## config.mk

```make
export PLATFORM = sky130hd
export DESIGN_NAME = uart_tx_fifo
export DESIGN_NICKNAME = d
export VERILOG_FILES = /design/src/rtl/uart_tx_fifo.sv
export SDC_FILE = /design/constraint.sdc
export NUM_CORES = 1
export LEC_CHECK = 0
export BUFFER_PORTS_ARGS = -buffer_cell sky130_fd_sc_hd__clkbuf_2
export CAP_MARGIN = 30
export CORE_MARGIN = 8
export CORE_UTILIZATION = 56
export CTS_BUF_LIST = sky130_fd_sc_hd__clkbuf_16
export CTS_CLUSTER_SIZE = 24
export DETAILED_ROUTE_END_ITERATION = 7
export PLACE_DENSITY = 0.85
export SLEW_MARGIN = 20
export SYNTH_ARGS = -nofsm -noshare
export SYNTH_HDL_FRONTEND = slang
export SYNTH_SLANG_ARGS = --single-unit
```

## constraint.sdc

```tcl
create_clock -name i_clk -period 2.5 [get_ports i_clk]
set_input_delay 0.75 -clock i_clk [delete_from_list [all_inputs] [get_ports i_clk]]
set_output_delay 0.75 -clock i_clk [all_outputs]
set_load 0.05 [all_outputs]
```

## src/rtl/uart_tx_fifo.sv

```systemverilog
// Buffered 8N1 UART transmitter: a byte FIFO feeding a start/data/stop serializer.
// Frames leave back-to-back with no idle gap while the FIFO still holds data.
module uart_tx_fifo #(
  parameter int CLKS_PER_BIT    = 434,
  parameter int FIFO_DEPTH_LOG2 = 4
) (
  input  logic                     i_clk,
  input  logic                     i_rst,
  input  logic                     i_wr_en,
  input  logic [7:0]               i_wr_byte,
  output logic                     o_full,
  output logic                     o_empty,
  output logic [FIFO_DEPTH_LOG2:0] o_count,
  output logic                     o_overflow,
  output logic                     o_tx,
  output logic                     o_tx_busy,
  output logic                     o_tx_done,
  output logic [1:0]               o_dbg_state
);

  localparam int DEPTH = 1 << FIFO_DEPTH_LOG2;
  localparam int CW    = (CLKS_PER_BIT > 1) ? $clog2(CLKS_PER_BIT) : 1;
  localparam logic [CW-1:0]              LAST_CNT = CW'(CLKS_PER_BIT - 1);
  localparam logic [FIFO_DEPTH_LOG2:0]   FULL_CNT = (FIFO_DEPTH_LOG2 + 1)'(DEPTH);

  typedef enum logic [1:0] {
    IDLE  = 2'd0,
    START = 2'd1,
    DATA  = 2'd2,
    STOP  = 2'd3
  } tx_state_t;

  // Handshake: a write is accepted on any rising edge where i_wr_en is high and the
  // registered o_full is low; otherwise it is dropped and o_overflow pulses next cycle.

  logic [7:0]                 mem [DEPTH];
  logic [FIFO_DEPTH_LOG2-1:0] wr_ptr, rd_ptr;
  logic [FIFO_DEPTH_LOG2:0]   count_n;
  logic                       wr_acc, pop;

  tx_state_t  state, state_n;
  logic [CW-1:0] cnt, cnt_n;
  logic [2:0]    idx, idx_n;
  logic [7:0]    shift, shift_n;
  logic          tx_n, busy_n, done_n;

  assign wr_acc      = i_wr_en && !o_full;
  assign o_dbg_state = state;

  always_comb begin
    count_n = o_count;
    case ({wr_acc, pop})
      2'b10:   count_n = o_count + 1'b1;
      2'b01:   count_n = o_count - 1'b1;
      default: count_n = o_count;
    endcase
  end

  always_ff @(posedge i_clk) begin
    if (wr_acc) mem[wr_ptr] <= i_wr_byte;
  end

  always_ff @(posedge i_clk or posedge i_rst) begin
    if (i_rst) begin
      wr_ptr     <= '0;
      rd_ptr     <= '0;
      o_count    <= '0;
      o_empty    <= 1'b1;
      o_full     <= 1'b0;
      o_overflow <= 1'b0;
    end else begin
      if (wr_acc) wr_ptr <= wr_ptr + 1'b1;
      if (pop)    rd_ptr <= rd_ptr + 1'b1;
      o_count    <= count_n;
      o_empty    <= (count_n == '0);
      o_full     <= (count_n == FULL_CNT);
      o_overflow <= i_wr_en && o_full;
    end
  end

  always_ff @(posedge i_clk or posedge i_rst) begin
    if (i_rst) begin
      state     <= IDLE;
      cnt       <= '0;
      idx       <= '0;
      shift     <= '0;
      o_tx      <= 1'b1;
      o_tx_busy <= 1'b0;
      o_tx_done <= 1'b0;
    end else begin
      state     <= state_n;
      cnt       <= cnt_n;
      idx       <= idx_n;
      shift     <= shift_n;
      o_tx      <= tx_n;
      o_tx_busy <= busy_n;
      o_tx_done <= done_n;
    end
  end

  always_comb begin
    state_n = state;
    cnt_n   = cnt;
    idx_n   = idx;
    shift_n = shift;
    pop     = 1'b0;
    case (state)
      IDLE: begin
        if (!o_empty) begin
          pop     = 1'b1;
          shift_n = mem[rd_ptr];
          cnt_n   = '0;
          state_n = START;
        end
      end
      START: begin
        if (cnt == LAST_CNT) begin
          cnt_n   = '0;
          idx_n   = 3'd0;
          state_n = DATA;
        end else begin
          cnt_n = cnt + CW'(1);
        end
      end
      DATA: begin
        if (cnt == LAST_CNT) begin
          cnt_n = '0;
          if (idx == 3'd7) state_n = STOP;
          else             idx_n   = idx + 3'd1;
        end else begin
          cnt_n = cnt + CW'(1);
        end
      end
      STOP: begin
        if (cnt == LAST_CNT) begin
          cnt_n = '0;
          // Chain straight into the next start bit when more data is waiting.
          if (!o_empty) begin
            pop     = 1'b1;
            shift_n = mem[rd_ptr];
            state_n = START;
          end else begin
            state_n = IDLE;
          end
        end else begin
          cnt_n = cnt + CW'(1);
        end
      end
      default: state_n = IDLE;
    endcase

    // Outputs are registered, so they are derived from the upcoming state.
    case (state_n)
      START:   tx_n = 1'b0;
      DATA:    tx_n = shift_n[idx_n];
      default: tx_n = 1'b1;
    endcase
    busy_n = (state_n != IDLE);
    done_n = (state_n == STOP) && (cnt_n == LAST_CNT);
  end

endmodule

```

== Word-level counts from Yosys, hierarchy flattened ==
Memories as Yosys holds them, arrays and structs flattened.
Cells that the tools add are included.
Word-level totals
  register bits after elaboration: 41
  RAM bits: 128
  bits of input ports: 11
  output and inout bits: 13
  word-level logic and storage cells: 67
  memories: 1
Memories
  mem: depth 16, bits a word 8, read ports 1, clocked after memory_dff 0, write ports 1, RTL line 36  | logic [7:0] mem [DEPTH];
Cells by class
  add/subtract/negate cells: 6
  magnitude comparators: 1
  eq/ne operators: 12
  muxes and demuxes: 26
  reduce and logical (&&, ||, !) cells: 8
Operators by type and width (count)
  == test 9 bit (second input constant): 2
  2-to-1 mux 9 bit: 2
  case mux 9 bit (2 select lines): 1
  2-to-1 mux 8 bit: 2
  case mux 8 bit (2 select lines): 1
  == test 2 bit (second input constant): 5
  2-to-1 mux 2 bit: 5
  case mux 5 bit (2 select lines): 1
  adder 9 x 1 -> 9 bit (second input constant): 1
  2-to-1 mux 3 bit: 3
  adder 4 x 1 -> 4 bit (second input constant): 2
  case mux 2 bit (4 select lines): 1
  == test 2 x 1 -> 1 bit (second input constant): 3
  2-to-1 mux 1 bit: 6
  case mux 3 bit (2 select lines): 1
  adder 5 x 1 -> 5 bit (second input constant): 1
  == test 5 bit (second input constant): 1
  zero test 5 bit: 1
  subtractor 5 x 1 -> 5 bit (second input constant): 1
  less-than comparator 3 x 4 -> 1 bit (second input constant): 1
  case mux 1 bit (2 select lines): 2
  adder 3 x 1 -> 3 bit (second input constant): 1
  binary-select mux 1 bit (select 3 bit): 1
  == test 3 bit (second input constant): 1
  other kinds (5): 7

== Logic depth before layout (Yosys ltp) ==
  depth in word-level cells: 7
  depth in mapped cells: 14
  gate-level depth less buffers: 13

== Worst setup path before layout ==
OpenSTA, ideal clock, no wires.
  kind: reg-to-reg
  start point: reg state[0], in the netlist o_dbg_state[0]
  end point: reg o_full
  library setup time: 0.088 ns
  arrival: 2.896 ns
  required time: 2.412 ns
  slack: -0.484 ns
  stages on the path, launching flop included: 13
  buffers on the path: 1
  period minus slack after synthesis: 2.984 ns
  cell sequence: dfrtp_1 -> inv_1 -> ha_1 -> or2_2 -> nor2_1 -> buf_4 -> ha_1 -> a21o_1 -> a21oi_1 -> nor3b_1 -> xnor2_1 -> nand3b_1 -> nor3b_1
Between the ends
  word-level cells in the longest chain between the ends: 5
  elaborated cells between the ends (all ways): 7
  classes of those cells: eq/ne (4); mux (2); reduce/logical (1)
RTL lines
  start: declaration: RTL line 41  | tx_state_t state, state_n;
  start signal: assignment: RTL line 91  | state <= state_n;
  == test 2 bit or zero test 2 bit (tied branches): RTL line 107  | case (state)
  case mux 1 bit (2 select lines) *: RTL line 107
  == test 2 x 1 -> 1 bit or == test 2 bit (tied branches): RTL line 52  | case ({wr_acc, pop})
  case mux 5 bit (2 select lines) *: RTL line 52
  == test 5 bit *: RTL line 76  | o_full <= (count_n == FULL_CNT);
  end signal: assignment: RTL line 76
  end: declaration: RTL line 11  | output logic o_full,
Mark *: on every way between the ends. The rest lies on a longest branch, timed or not.
A chain may end at the register's enable or synchronous reset.

== Final worst setup path ==
  start point: reg cnt[0]
  end point: reg o_full
Between the ends
  word-level cells in the longest chain between the ends: 6
  elaborated cells between the ends (all ways): 7
  classes of those cells: eq/ne (4); mux (3)
RTL lines
  start: declaration: RTL line 42  | logic [CW-1:0] cnt, cnt_n;
  start signal: assignment: RTL line 92  | cnt <= cnt_n;
  == test 9 bit *: RTL line 135  | if (cnt == LAST_CNT) begin
  2-to-1 mux 1 bit *: RTL line 135
  case mux 1 bit (2 select lines) *: RTL line 107
  == test 2 x 1 -> 1 bit or == test 2 bit (tied branches): RTL line 52
  case mux 5 bit (2 select lines) *: RTL line 52
  == test 5 bit *: RTL line 76
Marks and branches as above.

==> run_results.csv <==
group,metric,value,unit
outcome,status,"finished with violations",
outcome,violations,"negative setup slack",
cts,cts_made_buffers,17,
synthesis,synth_nets,483,
drt,wl_per_cell,24.7,µm
cts,cts_sinks,169,
synthesis,synth-seq-cells,169,
drt,routed-wl-met2,9000,µm
synthesis,synthCells,457,
drt,wl_met1,6230,µm
finish,stdcell_count,710,
cts,htree_num_levels,4,
sta,rsz0062_at_grt,"true",
drt,highest_layer,"met4",
cts,clk_latency,430,ps
global_routing,antenna_found_initial,0,
setup_path,worstPathArrival,3180,ps
synthesis,yosysSeqAreaShare,67.1,%
synthesis,ys_dominant_reg_cell,"edfxtp_1",
setup_path,cp_max_fo,4,
floorplanning,die_y,130,µm
global_routing,grt_usage,22.0,%
drt,drtAntennaViolNets,0,
pwr,power.density,816,nW/µm²
synthesis,async_flop_share,24.3,%
place,post-place-cells,672,
setup_path,worst_setup_path_end_kind,"flip-flop",
drt,drc,0,
finish,finalNetCount,551,
floorplanning,rows,41,
pwr,power.total,7.03,mW
drt,via_per_inst,6.51,
place,hpwl,10800,µm
global_routing,grt_pass1_vias,4635,
drt,drt_iter0_markers,597,
setup_path,crit_buf_inv,0,
setup_path,cp_slowest_cell,"dfrtp_1",
finish,nFillCells,794,
sta,relSlewSlack,64.9,%
finish,area_growth,18.7,%
cts,path_clk_slew,70,ps
synthesis,synth_area_per_cell,15.9,µm²
drt,num_vias,4621,
setup_path,crit_required,2850,ps
sta,finalCriticalPeriod,2830,ps
hold_path,hold_path_class,"input pin to async pin",
finish,drive_above_1_share,32.5,%
floorplanning,floorplan.initialDensity,57.6,%
drt,finalWirelength,17500,µm
finish,diodes,0,
cts,clock_path_buffers,2,
global_routing,grt_pass1_wl,26600,µm
cts,cts_tree,"done",
sta,fin_skew,8.31,ps
setup_path,worst_setup_path_start_kind,"flip-flop",
floorplanning,ios,24,
synthesis,yosys_warnings,0,
setup_path,critPathTopFamily,"simple AND/OR/NAND/NOR gates",
cts,clockRootBuffer,"clkbuf_16",
sta,hold_viol_final,0,
sta,finalCritPeriodShare,113,%
drt,met3WireLength,1680,µm
sta,finalSetupViolations,4,
place,io_buffers,23,
floorplanning,coreArea,12600,µm²
place,gp_congestion,0.888,
job,max_cap_viol_count,0,
sta,tightest_slew,527,ps
pwr,vdd_drop_max,0.606,mV
synthesis,ys_types,57,
sta,setup_slack,-332,ps
setup_path,max_stage_delay,420,ps
finish,fin_util,68.3,%
floorplanning,die_x,130,µm
sta,fmax,353,MHz
drt,dr.pass1.iters,5,
sta,slew_viol_final,0,
floorplanning,die-area,16900,µm²
place,pre_cts_ws,-241,ps
global_routing,grt_remaining_overflow,0,
synthesis,synth_edf_count,128,
setup_path,crit_type,"flip-flop to flip-flop",
pwr,p_leak,3.16,nW
setup_path,cp_cell_sequence,"ha_4 -> and4b_2 -> a31oi_4 -> nor2_4 -> xor2_2 -> ha_2 -> a21o_1 -> nand3_2 -> nor3b_4 -> xnor2_2 -> nand3b_1 -> nor3b_2",
sta,finalSetupTns,-740,ps
global_routing,grt_max_degree,42,
synthesis,synth_area,7260,µm²
layout by cell type (no fill, tap or decap), types with 4 or more instances in the layout:
master / count
a21o_1: 4
o21ai_0: 16
buf_4: 41
clkbuf_16: 17
a22oi_1: 16
nand2_1: 30
nand3_1: 6
nor3_1: 4
inv_6: 5
inv_2: 4
inv_1: 10
nor2b_1: 5
buf_12: 6
nor2_1: 10
ha_1: 11
mux4_2: 32
a22o_1: 8
and2_1: 20
edfxtp_1: 128
a21oi_1: 9
xnor2_1: 5
clkinv_4: 4
xor2_1: 4
clkbuf_2: 23
dfrtp_1: 36
metal layers:
metal	vias up	GRT usage, %
li1	1915	-
met1	2302	26.5
met2	338	37.3
met3	66	4.77
met4	0	10.4
met5	-	0
per-stage QoR:
stage / hold slack, ps / instance area, µm²
floorplan: 471 / 7350
global placement: 494 / 7950
detailed placement: 496 / 7950
CTS: 429 / 8570
global route: 469 / 8620
finish: 406 / 8620
logic make-up after synthesis:
| group | after synthesis | share of synthesized area [%] |
|---|---|---|
| buffers and inverters | 37 | 2.41 |
| AND/OR/NAND/NOR | 110 | 8.51 |
| XOR/XNOR | 12 | 1.45 |
| multiplexers | 36 | 10.5 |
| AO/OA/AOI/OAI | 78 | 7.48 |
| adder cells (fa/ha/maj) | 15 | 2.58 |
| flip-flops | 169 | 67.1 |
repair_timing:
action / 4_1_cts / 5_1_grt
gates resized for setup: 10 / 8
setup endpoints to repair: 5 / 6
hold endpoints to repair: 0 / 0
cloned: 0 / 0
setup buffers: 6 / 2
hold buffers: 0 / 0
pin swaps: 7 / 11
cell usage after synthesis, drive strengths merged, types with 2 or more instances:
cell type	instances	area share (%)
a211o	2	0.24
a21o	4	0.41
a21oi	10	0.69
a22o	8	0.96
a22oi	16	1.7
a31o	2	0.24
a31oi	5	0.52
a32o	2	0.28
and2	21	1.8
and3	5	0.47
buf	11	1.0
clkbuf	10	0.52
dfrtp	39	13
dfstp	2	0.72
edfxtp	128	53
ha	15	2.6
inv	15	0.78
mux2i	3	0.41
mux4	32	9.9
nand2	30	1.6
nand2b	2	0.17
nand3	10	0.83
nand3b	3	0.31
nand4	2	0.17
nand4b	3	0.36
nor2	12	0.62
nor2b	5	0.43
nor3	5	0.34
nor3b	3	0.31
o211ai	2	0.21
o21ai	16	1.1
o22ai	2	0.17
o31ai	4	0.41
or2	2	0.17
xnor2	7	0.84
xor2	5	0.60
area by class of cell:
| cell class | instances | area (µm²) | share of cell area (%) |
|---|---|---|---|
| Clock buffer | 17 | 425 | 4.93 |
| Clock inverter | 15 | 116 | 1.35 |
| Inverter | 16 | 67.6 | 0.784 |
| Multi-Input combinational cell | 251 | 2380 | 27.6 |
| Sequential cell | 169 | 4880 | 56.5 |
| Tap cell | 172 | 215 | 2.50 |
| Timing Repair Buffer | 70 | 543 | 6.30 |
sequential cells by signal, summed over array words and instances, names as in the netlist:
name	cells
mem	128
cnt	9
shift	8
o_count	5
rd_ptr	4
wr_ptr	4
idx	3
o_dbg_state	2
o_empty	1
o_full	1
o_overflow	1
o_tx	1
o_tx_busy	1
o_tx_done	1
tightest hold or removal path, stage by stage:
cell      delay (ps)
clkbuf_2          80
clkinv_1          30
buf_4            420
worst paths after layout:
path | from | cells after the start | slack, ps | endpoint
worst max-delay path | cnt[0] | 12 | -330 | o_full
max in group asynchronous | i_rst | 3 | 1690 | rd_ptr[0]
min in group i_clk | o_count[4] | 1 | 510 | o_count[4]
worst min register to register | o_count[4] | 1 | 510 | o_count[4]
worst max register to register | cnt[0] | 12 | -330 | o_full
worst min-delay path | i_rst | 3 | 410 | wr_ptr[1]
power breakdown:
| group | switching [mW] | internal [mW] | leakage [nW] |
|---|---|---|---|
| combinational | 0.725 | 0.391 | 1.24 |
| clock | 1.11 | 1.28 | 0.262 |
| sequential | 0.199 | 3.33 | 1.66 |
Note: power is estimated with default switching activity, not from simulation.
